<file path="src/rtl/codma_bus_pkg.sv">
// Shared bus definitions for the CoDMA memory slave: size codes, slave FSM states and
// helpers converting a size code into a beat count and a byte count.
package codma_bus_pkg;

   localparam logic [3:0] SZ_B       = 4'd0;
   localparam logic [3:0] SZ_H       = 4'd1;
   localparam logic [3:0] SZ_W       = 4'd2;
   localparam logic [3:0] SZ_DW      = 4'd3;
   localparam logic [3:0] SZ_BURST2  = 4'd8;
   localparam logic [3:0] SZ_BURST4  = 4'd9;
   localparam logic [3:0] SZ_BURST8  = 4'd10;
   localparam logic [3:0] SZ_BURST16 = 4'd11;

   typedef enum logic [2:0] {
      StIdle,
      StWait,
      StGrant,
      StRd,
      StWr,
      StErr
   } slv_state_e;

   function automatic logic [31:0] size_to_beats(input logic [3:0] size);
      if (size >= SZ_BURST2) begin
         return 32'd1 << (size - 4'd7);
      end
      return 32'd1;
   endfunction

   // Single-beat codes move 2**size bytes; burst codes move whole words.
   function automatic logic [31:0] size_to_bytes(input logic [3:0] size,
                                                 input int unsigned bytes);
      if (size >= SZ_BURST2) begin
         return size_to_beats(size) * bytes;
      end
      return 32'd1 << size;
   endfunction

endpackage

</file>
<file path="src/rtl/mem_be_array.sv">
// Word storage with per-byte write enables and a registered read port whose one-cycle
// latency lines up with the slave's read_valid_o.
module mem_be_array #(
   parameter int unsigned DATA_W    = 64,
   parameter int unsigned MEM_DEPTH = 32,
   parameter int unsigned AW        = 5
) (
   input  logic                  clk_i,
   input  logic                  reset_i,
   input  logic                  we_i,
   input  logic [DATA_W/8-1:0]   be_i,
   input  logic [AW-1:0]         addr_i,
   input  logic [DATA_W-1:0]     wdata_i,
   input  logic                  re_i,
   output logic [DATA_W-1:0]     rdata_o
);

   localparam int unsigned BYTES = DATA_W / 8;

   logic [DATA_W-1:0] mem_q [MEM_DEPTH];
   logic [DATA_W-1:0] rdata_q;

   // Contents deliberately survive reset.
   always_ff @(posedge clk_i) begin
      if (we_i) begin
         for (int unsigned b = 0; b < BYTES; b++) begin
            if (be_i[b]) begin
               mem_q[addr_i][8*b +: 8] <= wdata_i[8*b +: 8];
            end
         end
      end
   end

   always_ff @(posedge clk_i or posedge reset_i) begin
      if (reset_i) begin
         rdata_q <= '0;
      end else if (re_i) begin
         rdata_q <= mem_q[addr_i];
      end
   end

   assign rdata_o = rdata_q;

endmodule

</file>
<file path="src/rtl/ip_mem_burst_slave.sv">
// Parametrised bus memory slave: captures one request, checks range/alignment, then
// grants and either rejects it or streams read/write beats against mem_be_array.
module ip_mem_burst_slave
   import codma_bus_pkg::*;
#(
   parameter int unsigned MEM_DEPTH      = 32,
   parameter int unsigned DATA_W         = 64,
   parameter int unsigned BASE_ADDR      = 0,
   parameter int unsigned GRANT_LAT      = 0,
   parameter int unsigned READ_GAP       = 0,
   parameter int unsigned MAX_BURST_LOG2 = 3
) (
   input  logic              clk_i,
   input  logic              reset_i,
   input  logic              read_i,
   input  logic              write_i,
   input  logic [31:0]       addr_i,
   input  logic [3:0]        size_i,
   output logic              grant_o,
   input  logic [DATA_W-1:0] write_data_i,
   input  logic              write_valid_i,
   output logic [DATA_W-1:0] read_data_o,
   output logic              read_valid_o,
   output logic              error_o,
   output logic              busy_o
);

   localparam int unsigned BYTES   = DATA_W / 8;
   localparam int unsigned LB      = $clog2(BYTES);
   localparam int unsigned AW      = (MEM_DEPTH > 1) ? $clog2(MEM_DEPTH) : 1;
   localparam int unsigned CW      = MAX_BURST_LOG2 + 1;
   localparam logic [32:0] MEM_END = 33'(BASE_ADDR) + 33'(MEM_DEPTH * BYTES);
   localparam logic [3:0]  SZ_MAX  = 4'(7 + MAX_BURST_LOG2);

   slv_state_e      state_q, state_d;
   logic            rd_q, rd_d;
   logic [31:0]     addr_q, addr_d;
   logic [3:0]      size_q, size_d;
   logic [CW-1:0]   cnt_q, cnt_d;
   logic [3:0]      gap_q, gap_d;
   logic [3:0]      wait_q, wait_d;
   logic            rvalid_q;

   logic            is_burst, bad_size, err, re, we;
   logic [31:0]     nbytes, rel;
   logic [32:0]     last_byte;
   logic [CW-1:0]   total;
   logic [AW-1:0]   base_idx, mem_idx;
   logic [BYTES-1:0] be;

   // Request checks run on the captured copy so they have a full cycle before grant.
   always_comb begin
      is_burst  = size_q >= SZ_BURST2;
      nbytes    = size_to_bytes(size_q, BYTES);
      total     = CW'(size_to_beats(size_q));
      last_byte = {1'b0, addr_q} + {1'b0, nbytes} - 33'd1;
      bad_size  = ((size_q > SZ_DW) && (size_q < SZ_BURST2)) || (size_q > SZ_MAX);
      err       = bad_size || (addr_q < BASE_ADDR) || (last_byte >= MEM_END) ||
                  (is_burst ? (addr_q[LB-1:0] != '0)
                            : (((addr_q & (nbytes - 32'd1)) != '0) || (nbytes > BYTES)));
      rel       = addr_q - BASE_ADDR;
      base_idx  = AW'(rel >> LB);
      mem_idx   = base_idx + AW'(cnt_q);
      be        = '0;
      for (int unsigned b = 0; b < BYTES; b++) begin
         be[b] = is_burst || ((b >= 32'(addr_q[LB-1:0])) &&
                              (b < 32'(addr_q[LB-1:0]) + nbytes));
      end
   end

   always_comb begin
      state_d = state_q;
      rd_d    = rd_q;
      addr_d  = addr_q;
      size_d  = size_q;
      cnt_d   = cnt_q;
      gap_d   = gap_q;
      wait_d  = wait_q;
      grant_o = 1'b0;
      error_o = 1'b0;
      re      = 1'b0;
      we      = 1'b0;
      unique case (state_q)
         StIdle: begin
            if (read_i || write_i) begin
               rd_d    = read_i;
               addr_d  = addr_i;
               size_d  = size_i;
               cnt_d   = '0;
               wait_d  = 4'(GRANT_LAT);
               state_d = (GRANT_LAT == 0) ? StGrant : StWait;
            end
         end
         StWait: begin
            wait_d = wait_q - 4'd1;
            if (wait_q == 4'd1) state_d = StGrant;
         end
         StGrant: begin
            grant_o = 1'b1;
            if (err) begin
               state_d = StErr;
            end else if (rd_q) begin
               re      = 1'b1;
               cnt_d   = CW'(1);
               gap_d   = 4'(READ_GAP);
               state_d = StRd;
            end else begin
               state_d = StWr;
            end
         end
         StRd: begin
            // cnt_q counts beats already issued to the array.
            if (rvalid_q && (cnt_q == total)) begin
               state_d = StIdle;
            end else if (cnt_q != total) begin
               if (gap_q != 4'd0) begin
                  gap_d = gap_q - 4'd1;
               end else begin
                  re    = 1'b1;
                  cnt_d = cnt_q + CW'(1);
                  gap_d = 4'(READ_GAP);
               end
            end
         end
         StWr: begin
            if (write_valid_i) begin
               we    = 1'b1;
               cnt_d = cnt_q + CW'(1);
               if (cnt_d == total) state_d = StIdle;
            end
         end
         StErr: begin
            error_o = 1'b1;
            state_d = StIdle;
         end
         default: state_d = StIdle;
      endcase
   end

   always_ff @(posedge clk_i or posedge reset_i) begin
      if (reset_i) begin
         state_q  <= StIdle;
         rd_q     <= 1'b0;
         addr_q   <= '0;
         size_q   <= '0;
         cnt_q    <= '0;
         gap_q    <= '0;
         wait_q   <= '0;
         rvalid_q <= 1'b0;
      end else begin
         state_q  <= state_d;
         rd_q     <= rd_d;
         addr_q   <= addr_d;
         size_q   <= size_d;
         cnt_q    <= cnt_d;
         gap_q    <= gap_d;
         wait_q   <= wait_d;
         rvalid_q <= re;
      end
   end

   assign read_valid_o = rvalid_q;
   assign busy_o       = (state_q != StIdle);

   mem_be_array #(
      .DATA_W    (DATA_W),
      .MEM_DEPTH (MEM_DEPTH),
      .AW        (AW)
   ) u_mem (
      .clk_i   (clk_i),
      .reset_i (reset_i),
      .we_i    (we),
      .be_i    (be),
      .addr_i  (mem_idx),
      .wdata_i (write_data_i),
      .re_i    (re),
      .rdata_o (read_data_o)
   );

endmodule
</file>
<file path="config.mk">
export PLATFORM = sky130hd
export DESIGN_NAME = ip_mem_burst_slave
export DESIGN_NICKNAME = d
export VERILOG_FILES = /design/src/rtl/codma_bus_pkg.sv /design/src/rtl/mem_be_array.sv /design/src/rtl/ip_mem_burst_slave.sv
export SDC_FILE = /design/constraint.sdc
export NUM_CORES = 2
export LEC_CHECK = 0
export ABC_AREA = 0
export BUFFER_PORTS_ARGS = -buffer_cell sky130_fd_sc_hd__buf_2
export CORE_MARGIN = 2
export CORE_UTILIZATION = 45
export CTS_BUF_LIST = sky130_fd_sc_hd__clkbuf_4
export DETAILED_ROUTE_END_ITERATION = 10
export SLEW_MARGIN = 20
export SYNTH_ARGS = -nofsm -noshare
export SYNTH_HDL_FRONTEND = slang
export SYNTH_SLANG_ARGS = --single-unit
</file>
<file path="constraint.sdc">
create_clock -name clk_i -period 7.6 [get_ports clk_i]
set_input_delay 1.9 -clock clk_i [delete_from_list [all_inputs] [get_ports clk_i]]
set_output_delay 1.9 -clock clk_i [all_outputs]
set_load 0.1 [all_outputs]
</file>
# Yosys cells after proc, flatten, opt, wreduce, memory -nomap -nowiden
# Memory sizes are Yosys's and may differ from the RTL's. A register that Yosys moved wholly into a read port is not among the register bits.
# Index checks and enable logic that the tools add are counted.
[totals]
ramBits = 2048
reg_bits = 53
out_inout_bits = 68
mem_count = 1
wordCells = 163
input_bits = 105
[mem_list]
columns = ["name", "words", "word_bits", "rd", "rd_ports_with_merged_regs", "wr", "line", "source"]
rows = [
  ["u_mem.mem_q", 32, 64, 1, 1, 1, "mem_be_array.sv:20", "logic [DATA_W-1:0] mem_q [MEM_DEPTH];"],
]
[op_classes]
add_sub_neg = 9
mux = 65
n_reduce_logical = 36
bitwise = 1
order_cmp = 22
shift = 2
eq_ne = 19
[ops]
columns = ["cell", "count"]
rows = [
  ["$lt A3 B32 Y1 const A", 4],
  ["$lt A1 B32 Y1 const A", 2],
  ["$lt A2 B32 Y1 const A", 2],
  ["$mux W32", 2],
  ["$mux W4", 14],
  ["$mux W1", 36],
  ["$add A32 B32 Y33", 1],
  ["$ge A33 B9 Y1 const B", 1],
  ["$sub A33 B1 Y33 const B", 1],
  ["$add A3 B32 Y32", 1],
  ["$and A32 B32 Y32", 1],
  ["$gt A32 B4 Y1 const B", 1],
  ["$lt A32 B1 Y1 const B", 1],
  ["$reduce_bool A32 Y1", 1],
  ["$shl A1 B4 Y32 const A", 1],
  ["$sub A32 B1 Y32 const B", 1],
  ["$mux W29", 1],
  ["$shl A1 B4 Y29 const A", 1],
  ["$mux W3", 7],
  ["$ne A2 B2 Y1 const B", 10],
  ["$pmux W4 S2", 2],
  ["$pmux W4 S4", 1],
  ["$pmux W3 S5", 1],
  ["$logic_or A1 B1 Y1", 14],
  ["other kinds (26)", 47],
]

# Depth between registers and ports, before layout
[logic_depth]
ltp_word = 13
mapped_depth = 20
ltp_nobuf = 17

# Cells and area by module
# Synthesis repeated with hierarchy kept, for this count alone.
[unflattened]
cells_unflattened = 4474
hier_area_um2 = 86252.7
[by_module_without_submodules]
columns = ["module", "area_each_um2", "seq_area_each_um2", "cells_each", "n_inst"]
rows = [
  ["mem_be_array", 80552.3, 63100.5, 3736, 1],
  ["ip_mem_burst_slave", 5700.5, 1326.3, 738, 1],
]

# Worst setup path after synthesis
# Ideal clock, no wire load.
[synth_timing]
path_kind = "register -> output"
from = "register state_q[0]"
to = "output error_o"
arrival_time_ps = 2913
t_required_ps = 5700
stages_incl_launch_ff = 4
setup_slack_ps = 2787
path_cell_list = "dfrtp_1 clkbuf_1 inv_1 nor3b_1"
[synth_between]
elab_chain_cells = 2
[synth_rtl]
columns = ["element", "line", "source"]
rows = [
  ["from (decl)", "ip_mem_burst_slave.sv:35", "slv_state_e state_q, state_d;"],
  ["from (signal assigned)", "ip_mem_burst_slave.sv:142", "state_q <= StIdle;"],
  ["from (signal assigned)", "ip_mem_burst_slave.sv:151", "state_q <= state_d;"],
  ["$eq A3 B3 Y1", "ip_mem_burst_slave.sv:83", "unique case (state_q)"],
  ["$mux W1", "ip_mem_burst_slave.sv:83", ""],
  ["to (decl)", "ip_mem_burst_slave.sv:24", "output logic error_o,"],
]
# No other way between the ends.

# Worst setup path in the final report
[layout_timing]
from = "register cnt_q[0]"
to = "memory u_mem.mem_q[29][9] (enable)"
[layout_between]
elab_chain_cells = 1
[layout_rtl]
columns = ["element", "line", "source"]
rows = [
  ["from (decl)", "ip_mem_burst_slave.sv:39", "logic [CW-1:0] cnt_q, cnt_d;"],
  ["from (signal assigned)", "ip_mem_burst_slave.sv:155", "cnt_q <= cnt_d;"],
  ["$add A5 B4 Y5", "ip_mem_burst_slave.sv:63", "mem_idx = base_idx + AW'(cnt_q);"],
  ["to (decl)", "mem_be_array.sv:20", ""],
]
# No other way between the ends.

==> key figures <==
Status
  – Status: finished, final reports clean

Power
  – Sequential share of power: 31.0%
  – Final total power: 44500 uW
  – Pwr/cell area: 455 mW/mm^2
  – Sw Ratio: 40.8%
  – Max rail drop VDD: 0.543 mV
  – Int Pwr: 26400 uW
  – Combinational power share: 46.5%
  – P_leak: 0.0321 uW
  – Sw power: 18200 uW
  – Clock power share: 22.5%

Synth
  – Warnings, synthesis: 0
  – Synth Area in Simple Gates: 3.95%
  – Gate count after technology mapping: 4512
  – Mux cell area share after synthesis: 15.1%
  – Synth Flop Type: edfxtp_1
  – Synth area leader: edfxtp_1
  – Ys async rst share: 5.40%
  – Seq cells post-synth: 2165
  – Adder-Cell Fraction of Synth Area: 0.902%
  – Post-Synth XOR/XNOR Area: 0.252%
  – Synth cell types: 82
  – Cell Area, Synth: 0.0869 sq mm
  – Seq/Total Area, Yosys: 74.2%
  – EDFF count, synth: 2048
  – Top-area cell type share of the netlist area: 70.8%
  – Synth Area in Compound Gates: 4.03%
  – Syn_area_per_cell: 19.3 sq um
  – Ranking of synthesized cells by area: edfxtp_1, mux4_2, dfrtp_1
  – Largest family of logic cells by synthesized area: multiplexers

Setup path
  – Buffers & Inverters on Critical Path: 1
  – Crit path max fanout: 25
  – Reg2Reg Depth: 10
  – Worst EP required: 8.53 ns
  – Worst R2R Setup Slack: 1.79 ns
  – Most Frequent Cell on Critical Path: nand2_1
  – Reg-to-Reg Start: cnt_q[0]
  – CP peak stage delay: 0.84 ns
  – Slowest CP cell: nor2_1
  – WP data arrival: 6.74 ns
  – CP Class: flip-flop to flip-flop
  – Worst path cell trace: ha_4 > fa_4 > a21o_1 > a21oi_1 > xnor2_2 > nand2_1 > nor2_4 > buf_4 > nand2_1 > nor2_1
  – R2R Path End: u_mem.mem_q[29][9]
  – Worst setup startpoint: cnt_q[0]
  – Cell family with the largest share of critical-path delay: simple AND/OR/NAND/NOR gates
  – Element type at the critical path end: flip-flop
  – Critical path launch point type: flip-flop

Final layout
  – Post-route insts no fill: 8011
  – Share of post-route cells with drive strength above 1: 33.0%
  – Most frequent cells in the layout: edfxtp_1, clkbuf_4, mux4_2, nor2_1, nand2_1
  – Most common cell after layout, fill and taps aside: edfxtp_1
  – NumNets Final: 5267
  – Syn-to-layout area delta: 12.6%

Timing
  – Setup_tns: 0 ns
  – Relative slew margins: 23.7%
  – FMAX: 172 MHz
  – RSZ-0062 raised after global routing: no
  – Max-slew violations: 0
  – Final hold vios: 0
  – Setup Skew: 0.101 ns
  – Worst Tran Pin Value: 1.14 ns
  – Post-route clock period utilization: 76.4%
  – Final setup viols: 0
  – Fin crit period: 5.81 ns

Clocking
  – Cts hold-fix bufs: 0
  – H-tree depth: 6
  – Reg clk slew, reported paths: 0.07 ns
  – Clock buffer depth: 4
  – Post-CTS Setup Inserts: 0
  – CTS tree: built
  – PostCTS Resize Cnt: 0
  – Root buf cell: clkbuf_4
  – Clk_lat worst skew: 1.40 ns
  – Clock sink total: 2165
  – CTS buffer count: 578

Global routing
  – Grt ovf: 0
  – All-Layer GR Usage: 24.4%
  – Largest net degree at the start of global routing: 112
  – Vias in the first global route: 48800
  – Antenna violations before repair: 14
  – First-pass GRT wire length: 345000 um

Drt
  – DRC viols: 0
  – Post-Route WL: 241000 um
  – Post-route ant nets: 0
  – 1st-iter DRT viols: 5551
  – DR vias: 47700
  – Via density: 5.96
  – Pre-antenna DRT Iters: 5
  – Per-cell routed wire length: 30.1 um

Min path
  – Hold Startpoint: u_mem.rdata_o[19]
  – Hold path depth: 1
  – Hold path endpoint: u_mem.rdata_o[19]
  – Hold Path Class: flip-flop to flip-flop

Die
  – Top Ports: 173
  – Die H: 443 um
  – Total die area: 0.197 sq mm
  – Initial Util: 45.2%
  – CORE AREA: 0.192 sq mm
  – Rows: 161
  – Die width: 443 um

Job
  – Max_cap viols: 0

Place
  – GP Congestion: 0.869
  – I/O Buffers: 172
  – Post-DP HPWL: 147000 um
  – Placed instance count: 7048
synthesized netlist by cell type (14+ instances only):
cell type	instances
o21ai_0	93
and3_1	25
nand4_1	27
a311oi_1	42
dfrtp_1	117
a22oi_1	98
nor2_1	324
mux2_4	60
inv_1	75
clkbuf_1	164
mux2i_1	22
xnor2_1	14
o22ai_1	19
nor2b_1	16
a211oi_1	22
ha_1	57
a21oi_1	142
o21ai_1	15
edfxtp_1	2048
nand2_1	267
nand3_1	35
mux4_2	523
nor3_1	17
buf_1	47
buf_2	33
metrics by stage:
step	area, sq um	hold WS [ns]	worst slack [ns]	utilization [%]
detailed placement	90800	0.485	1.88	47.3
CTS	97800	0.496	1.82	50.9
floorplan	86900	0.452	2.60	-
global route	97800	0.521	1.58	50.9
finish	97800	0.493	1.79	50.9
global placement	90800	0.479	1.83	47.2
cells by family after synthesis:
family	after synthesis
fa+ha+maj	61
xor+xnor	25
mux	623
compound gates	530
other cells	1
flops	2165
buf+inv	330
simple gates	777
metal layers:
layer / track usage (%) / part of all wire (%) / routed length [um]
met3: 5.54 / 8.5 / 20500
met4: 9.64 / 3.4 / 8100
met5: 0 / 0.012 / 29
met2: 38.2 / 48 / 116000
met1: 33.5 / 40 / 96100
how the worst max path moves through the flow:
stage               slack [ns]  depth (start not counted)                  to
floorplan                 2.60                          1           addr_q[0]
global placement          1.83                         18   u_mem.rdata_o[26]
detailed placement        1.88                         18   u_mem.rdata_o[27]
CTS                       1.82                         10  u_mem.mem_q[29][9]
global route              1.58                         18   u_mem.rdata_o[27]
finish                    1.79                         10  u_mem.mem_q[29][9]
power by group through the flow:
stage | combinational [uW] | clock (uW) | sequential [uW]
floorplan | 12500 | 0 | 15000
global placement | 20800 | 0 | 14100
detailed placement | 20800 | 0 | 14100
CTS | 20800 | 10200 | 13800
global route | 21700 | 10900 | 13900
finish | 20700 | 10000 | 13800
registers in the layout, summed over array words and instances (netlist names):
signal and cells:
cnt_q 4, u_mem.rdata_o 64, read_valid_o 1, size_q 4, addr_q 32, wait_q 4
state_q 3, gap_q 4, rd_q 1, u_mem.mem_q 2048
layout make-up:
| cell class | instances | area (sq um) |
|---|---|---|
| fillers | 15900 | 94400 |
| diodes | 15 | 37.5 |
| well taps | 2526 | 3160 |
| multi-input cells | 2022 | 21300 |
| repair buffers | 259 | 1660 |
| clock buffers | 841 | 6310 |
| clock inverters | 107 | 627 |
| inverters | 76 | 290 |
| flip-flops and latches | 2165 | 64400 |
Note: power is estimated with default switching activity, not from simulation.
